`config.mk`:
```
export PLATFORM = sky130hd
export DESIGN_NAME = cordic_iter_ctrl
export DESIGN_NICKNAME = d
export VERILOG_FILES = /design/src/rtl/cordic_iter_ctrl.sv
export SDC_FILE = /design/constraint.sdc
export NUM_CORES = 1
export LEC_CHECK = 0
export ABC_AREA = 1
export BUFFER_PORTS_ARGS = -buffer_cell sky130_fd_sc_hd__buf_4
export CORE_MARGIN = 5
export CORE_UTILIZATION = 48
export CTS_CLUSTER_SIZE = 12
export DETAILED_ROUTE_END_ITERATION = 6
export PLACE_DENSITY = 0.75
export SLEW_MARGIN = 25
export SYNTH_ARGS = -nofsm -noshare
export SYNTH_HDL_FRONTEND = slang
export SYNTH_SLANG_ARGS = --single-unit
```
`constraint.sdc`:
```
create_clock -name clk -period 1.45 [get_ports clk]
set_input_delay 0.145 -clock clk [delete_from_list [all_inputs] [get_ports clk]]
set_output_delay 0.145 -clock clk [all_outputs]
set_load 0.01 [all_outputs]
```
`src/rtl/cordic_iter_ctrl.sv`:
```
// Sequencer for the CORDIC float datapath: per job, one operand load followed by
// N_ITER micro-rotation steps, each step waiting for a datapath ack.
module cordic_iter_ctrl #(
  parameter int N_ITER = 16,
  parameter int ADDR_W = 4
) (
  input  logic              clk,
  input  logic              rst,
  input  logic              start_valid,
  output logic              start_ready,
  input  logic              mode,
  input  logic              z_sign,
  input  logic              y_sign,
  input  logic              abort,
  output logic              dp_load,
  output logic              dp_step,
  input  logic              dp_ack,
  output logic [ADDR_W-1:0] rom_addr,
  output logic [ADDR_W-1:0] shift_amt,
  output logic              dir,
  output logic [ADDR_W-1:0] iter_idx,
  output logic              busy,
  output logic              out_valid,
  input  logic              out_ready
);

  // state | meaning
  // IDLE  | no job, start_ready high
  // LOAD  | dp_load pulse, datapath loads x/y/z
  // STEP  | dp_step pulse, dir taken live from the sign bits
  // WAIT  | step outputs held until dp_ack
  // DONE  | out_valid held until out_ready
  typedef enum logic [2:0] {S_IDLE, S_LOAD, S_STEP, S_WAIT, S_DONE} state_t;

  localparam logic [ADDR_W-1:0] LAST_IDX = ADDR_W'(N_ITER - 1);

  state_t            state_q, state_d;
  logic [ADDR_W-1:0] iter_idx_q, iter_idx_d;
  logic              mode_q, mode_d;
  logic              dir_q, dir_d;
  logic              start_ready_q, start_ready_d;
  logic              busy_q, busy_d;
  logic              dp_load_q, dp_load_d;
  logic              dp_step_q, dp_step_d;
  logic              out_valid_q, out_valid_d;
  logic              dir_live;

  // Rotation drives z toward 0, vectoring drives y toward 0.
  assign dir_live = mode_q ? y_sign : ~z_sign;

  always_comb begin
    state_d    = state_q;
    iter_idx_d = iter_idx_q;
    mode_d     = mode_q;
    dir_d      = dir_q;
    case (state_q)
      S_IDLE: begin
        if (start_valid) begin
          mode_d     = mode;
          iter_idx_d = '0;
          state_d    = S_LOAD;
        end
      end
      S_LOAD: begin
        state_d = abort ? S_IDLE : S_STEP;
      end
      S_STEP: begin
        if (abort) begin
          state_d    = S_IDLE;
          iter_idx_d = '0;
        end else begin
          dir_d   = dir_live;
          state_d = S_WAIT;
        end
      end
      S_WAIT: begin
        if (abort) begin
          state_d    = S_IDLE;
          iter_idx_d = '0;
        end else if (dp_ack) begin
          if (iter_idx_q == LAST_IDX) begin
            state_d = S_DONE;
          end else begin
            iter_idx_d = iter_idx_q + ADDR_W'(1);
            state_d    = S_STEP;
          end
        end
      end
      S_DONE: begin
        if (abort || out_ready) begin
          state_d    = S_IDLE;
          iter_idx_d = '0;
        end
      end
      default: begin
        state_d    = S_IDLE;
        iter_idx_d = '0;
      end
    endcase

    start_ready_d = (state_d == S_IDLE);
    busy_d        = (state_d != S_IDLE);
    dp_load_d     = (state_d == S_LOAD);
    dp_step_d     = (state_d == S_STEP);
    out_valid_d   = (state_d == S_DONE);
  end

  always_ff @(posedge clk) begin
    if (rst) begin
      state_q       <= S_IDLE;
      iter_idx_q    <= '0;
      mode_q        <= 1'b0;
      dir_q         <= 1'b0;
      start_ready_q <= 1'b1;
      busy_q        <= 1'b0;
      dp_load_q     <= 1'b0;
      dp_step_q     <= 1'b0;
      out_valid_q   <= 1'b0;
    end else begin
      state_q       <= state_d;
      iter_idx_q    <= iter_idx_d;
      mode_q        <= mode_d;
      dir_q         <= dir_d;
      start_ready_q <= start_ready_d;
      busy_q        <= busy_d;
      dp_load_q     <= dp_load_d;
      dp_step_q     <= dp_step_d;
      out_valid_q   <= out_valid_d;
    end
  end

  // dir is live only while stepping so the datapath sees the current sign.
  assign dir         = (state_q == S_STEP) ? dir_live : dir_q;
  assign rom_addr    = iter_idx_q;
  assign shift_amt   = iter_idx_q;
  assign iter_idx    = iter_idx_q;
  assign start_ready = start_ready_q;
  assign busy        = busy_q;
  assign dp_load     = dp_load_q;
  assign dp_step     = dp_step_q;
  assign out_valid   = out_valid_q;

endmodule

```
==> results.py <==
metrics = {
    "outcome": {
        "status": "completed",
    },
    "timing": {
        "tns_ns": 0,
        "worst_slack_ns": 0.108,
        "max_freq_ghz": 0.745,
        "rsz0062_at_grt": "false",
        "layout_min_cycle_time_ns": 1.34,
        "finalCritPeriodShare_pct": 92.5,
        "hold_ws_ns": 0.0490,
        "slew_violations": 0,
        "tightest_slew_ns": 0.368,
        "finalHoldViolations": 0,
        "max_slew_margin_pct": 75.2,
        "setup_viol": 0,
        "clock_skew_ns": 0.00738,
    },
    "final_layout": {
        "fin_util_pct": 66.4,
        "area_delta_synth_final_pct": 28.0,
        "seqCellArea_um2": 283,
        "multi_input_area_um2": 407,
        "layout-drive-gt1-share_pct": 33.8,
        "diodes": 0,
        "final_nets": 153,
        "fillers": 133,
    },
    "yosys": {
        "syn_avg_cell_area_um2": 6.89,
        "synth_ff_type": "dfxtp_1",
        "async_flop_share_pct": 0,
        "yosysTopAreaCellShare_pct": 35.1,
        "synth-compound-area-share_pct": 6.26,
        "synth_area_leaders": "dfxtp_1 35%, nand2_1 12%, nor2_1 9.4%",
        "yosysWarnings": 0,
        "syn_area_um2": 800,
        "synth-xor-area-share_pct": 1.10,
        "synth_nets": 126,
        "seq_area_frac_synth_pct": 35.1,
        "syn_inst": 116,
        "synthTopCellsByCount": "26 x nand2_1, 20 x nor2_1, 14 x dfxtp_1",
        "synth_cell_types": 19,
        "yosys.area_share.simple_pct": 41.9,
        "synth-adder-area-share_pct": 1.56,
        "yosysMostFrequentCell": "nand2_1",
        "synthMuxAreaShare_pct": 0,
        "synth_top_area_cell": "dfxtp_1",
        "synth-edff-count": 0,
        "synth-seq-cells": 14,
        "synth_top_family_by_area": "simple AND/OR/NAND/NOR gates",
    },
    "drt": {
        "drt_iter0_drc": 9,
        "viasPerCell": 4.87,
        "drc_errors": 0,
        "postRouteAntennaNets": 0,
        "wl_um": 1710,
        "wl_per_cell_um": 10.8,
        "drtPass1Iterations": 5,
        "vias": 769,
    },
    "power": {
        "powerDensity_nw_per_um2": 887,
        "p_leak_nw": 0.547,
        "ir_worst_vdd_v": 0.000535,
    },
    "floorplanning": {
        "die-height_um": 50.8,
        "start_util_pct": 51.9,
        "io_pins": 27,
        "die_x_um": 50.8,
        "rows": 14,
        "coreArea_um2": 1540,
        "dieArea_um2": 2580,
    },
    "worst_setup_path": {
        "setup.worst_path.end_class": "output pin",
        "critPathLaunchType": "flip-flop",
        "arrival_ns": 1.20,
        "path_class": "flip-flop to output pin",
        "cp_max_fo": 4,
        "crit_required_ns": 1.31,
    },
    "clock_network": {
        "cts_hold_buf": 0,
        "post_cts_buffers": 0,
        "clock_sinks": 14,
        "cts_resized": 0,
        "worstSkewPairLatency_ns": 0.28,
        "cts_tree": "done",
        "cts.htree.levels": 1,
        "root_buffer": "clkbuf_4",
        "clk_pin_slew_ns": 0.09,
        "cts.path.max_buffers": 2,
        "numCtsBuffers": 3,
    },
    "global_route": {
        "grt_util_all_layers_pct": 14.5,
        "grt.overflow.total": 0,
        "grt_max_degree": 10,
        "grt_pass1_wl_um": 2900,
        "grt_pass1_vias": 711,
        "antenna_found_initial": 0,
    },
    "job": {
        "cap_violations": 0,
    },
    "place": {
        "port_buffers": 26,
        "place_ws_ns": 0.184,
        "gp_congestion": 0.831,
        "dpl.hpwl_um": 1380,
    },
    "worst_hold_path": {
        "hp-class": "primary input to flip-flop",
    },
}
[cells in the final DEF (no fill, tap or decap)]
master / n
nand4_1: 2
clkbuf_4: 3
nand3_4: 1
nand2_4: 1
dfxtp_2: 2
buf_4: 30
nand3_2: 3
a21oi_1: 4
clkbuf_8: 1
xor2_1: 1
nor2_1: 20
nor2_2: 1
inv_2: 2
o21ai_0: 6
nand2_1: 26
dfxtp_1: 12
inv_1: 12
nand2_2: 1
ha_1: 1
nand3_1: 10
or2_2: 1
nor2_4: 2
[worst max-delay path, stage by stage (launching register included)]
cell,delay (ns)
dfxtp_2,0.38
inv_2,0.05
nor2_2,0.10
nand2_1,0.10
a21oi_1,0.15
buf_4,0.13
[metrics by stage]
| stage | std cells | total power [W] | cell area (um2) |
|---|---|---|---|
| after global routing | 158 | 0.000971 | 1020 |
| final | 158 | 0.000908 | 1020 |
| after detailed placement | 154 | 0.000638 | 985 |
| after CTS | 158 | 0.000918 | 1020 |
| after global placement | 154 | 0.000633 | 985 |
| after floorplan | 116 | 0.000557 | 800 |
[sequential cells by signal, summed over array words and instances, names as in the netlist]
| register | cells |
|---|---|
| dp_load | 1 |
| out_valid | 1 |
| start_ready | 1 |
| mode_q | 1 |
| busy | 1 |
| state_q | 3 |
| dir_q | 1 |
| dp_step | 1 |
| iter_idx | 4 |
[path summary, 6_finish.rpt]
kind,endpoint,slack [ns],cells past startpoint,start
worst max-delay path,dir,0.11,5,state_q[1]
worst min-delay path,dp_load,0.05,2,rst
worst max register to register,iter_idx[1],0.18,9,iter_idx[0]
worst min register to register,mode_q,0.46,2,mode_q
[kinds of logic (layout without fill, tap and decap cells)]
group	after synthesis	in the layout
AO/OA/AOI/OAI	10	10
flip-flops	14	14
buffers and inverters	22	48
AND/OR/NAND/NOR	68	68
adder cells (fa/ha/maj)	1	1
XOR/XNOR	1	1
[routing by layer]
layer / share of wire, % / vias up / track usage, %
met1: 43 / 328 / 17.8
met4: 2.4 / 0 / 8.94
li1: - / 410 / -
met3: 7.6 / 5 / 4.07
met2: 47 / 26 / 22.3
met5: 0 / - / 0
[final cells by class]
cell class | count | share of cell area, %
clock buffers | 4 | 3.55
repair buffers | 30 | 22.0
inverters | 14 | 5.13
multi-input cells | 80 | 39.7
well taps | 16 | 1.96
flip-flops and latches | 14 | 27.6
[power by group]
| part | internal (W) | total [W] | switching (W) |
|---|---|---|---|
| sequential | 0.000407 | 0.000420 | 0.0000131 |
| combinational | 0.0000974 | 0.000209 | 0.000111 |
| clock | 0.000153 | 0.000279 | 0.000126 |
Power figures use the tool's default switching activity.
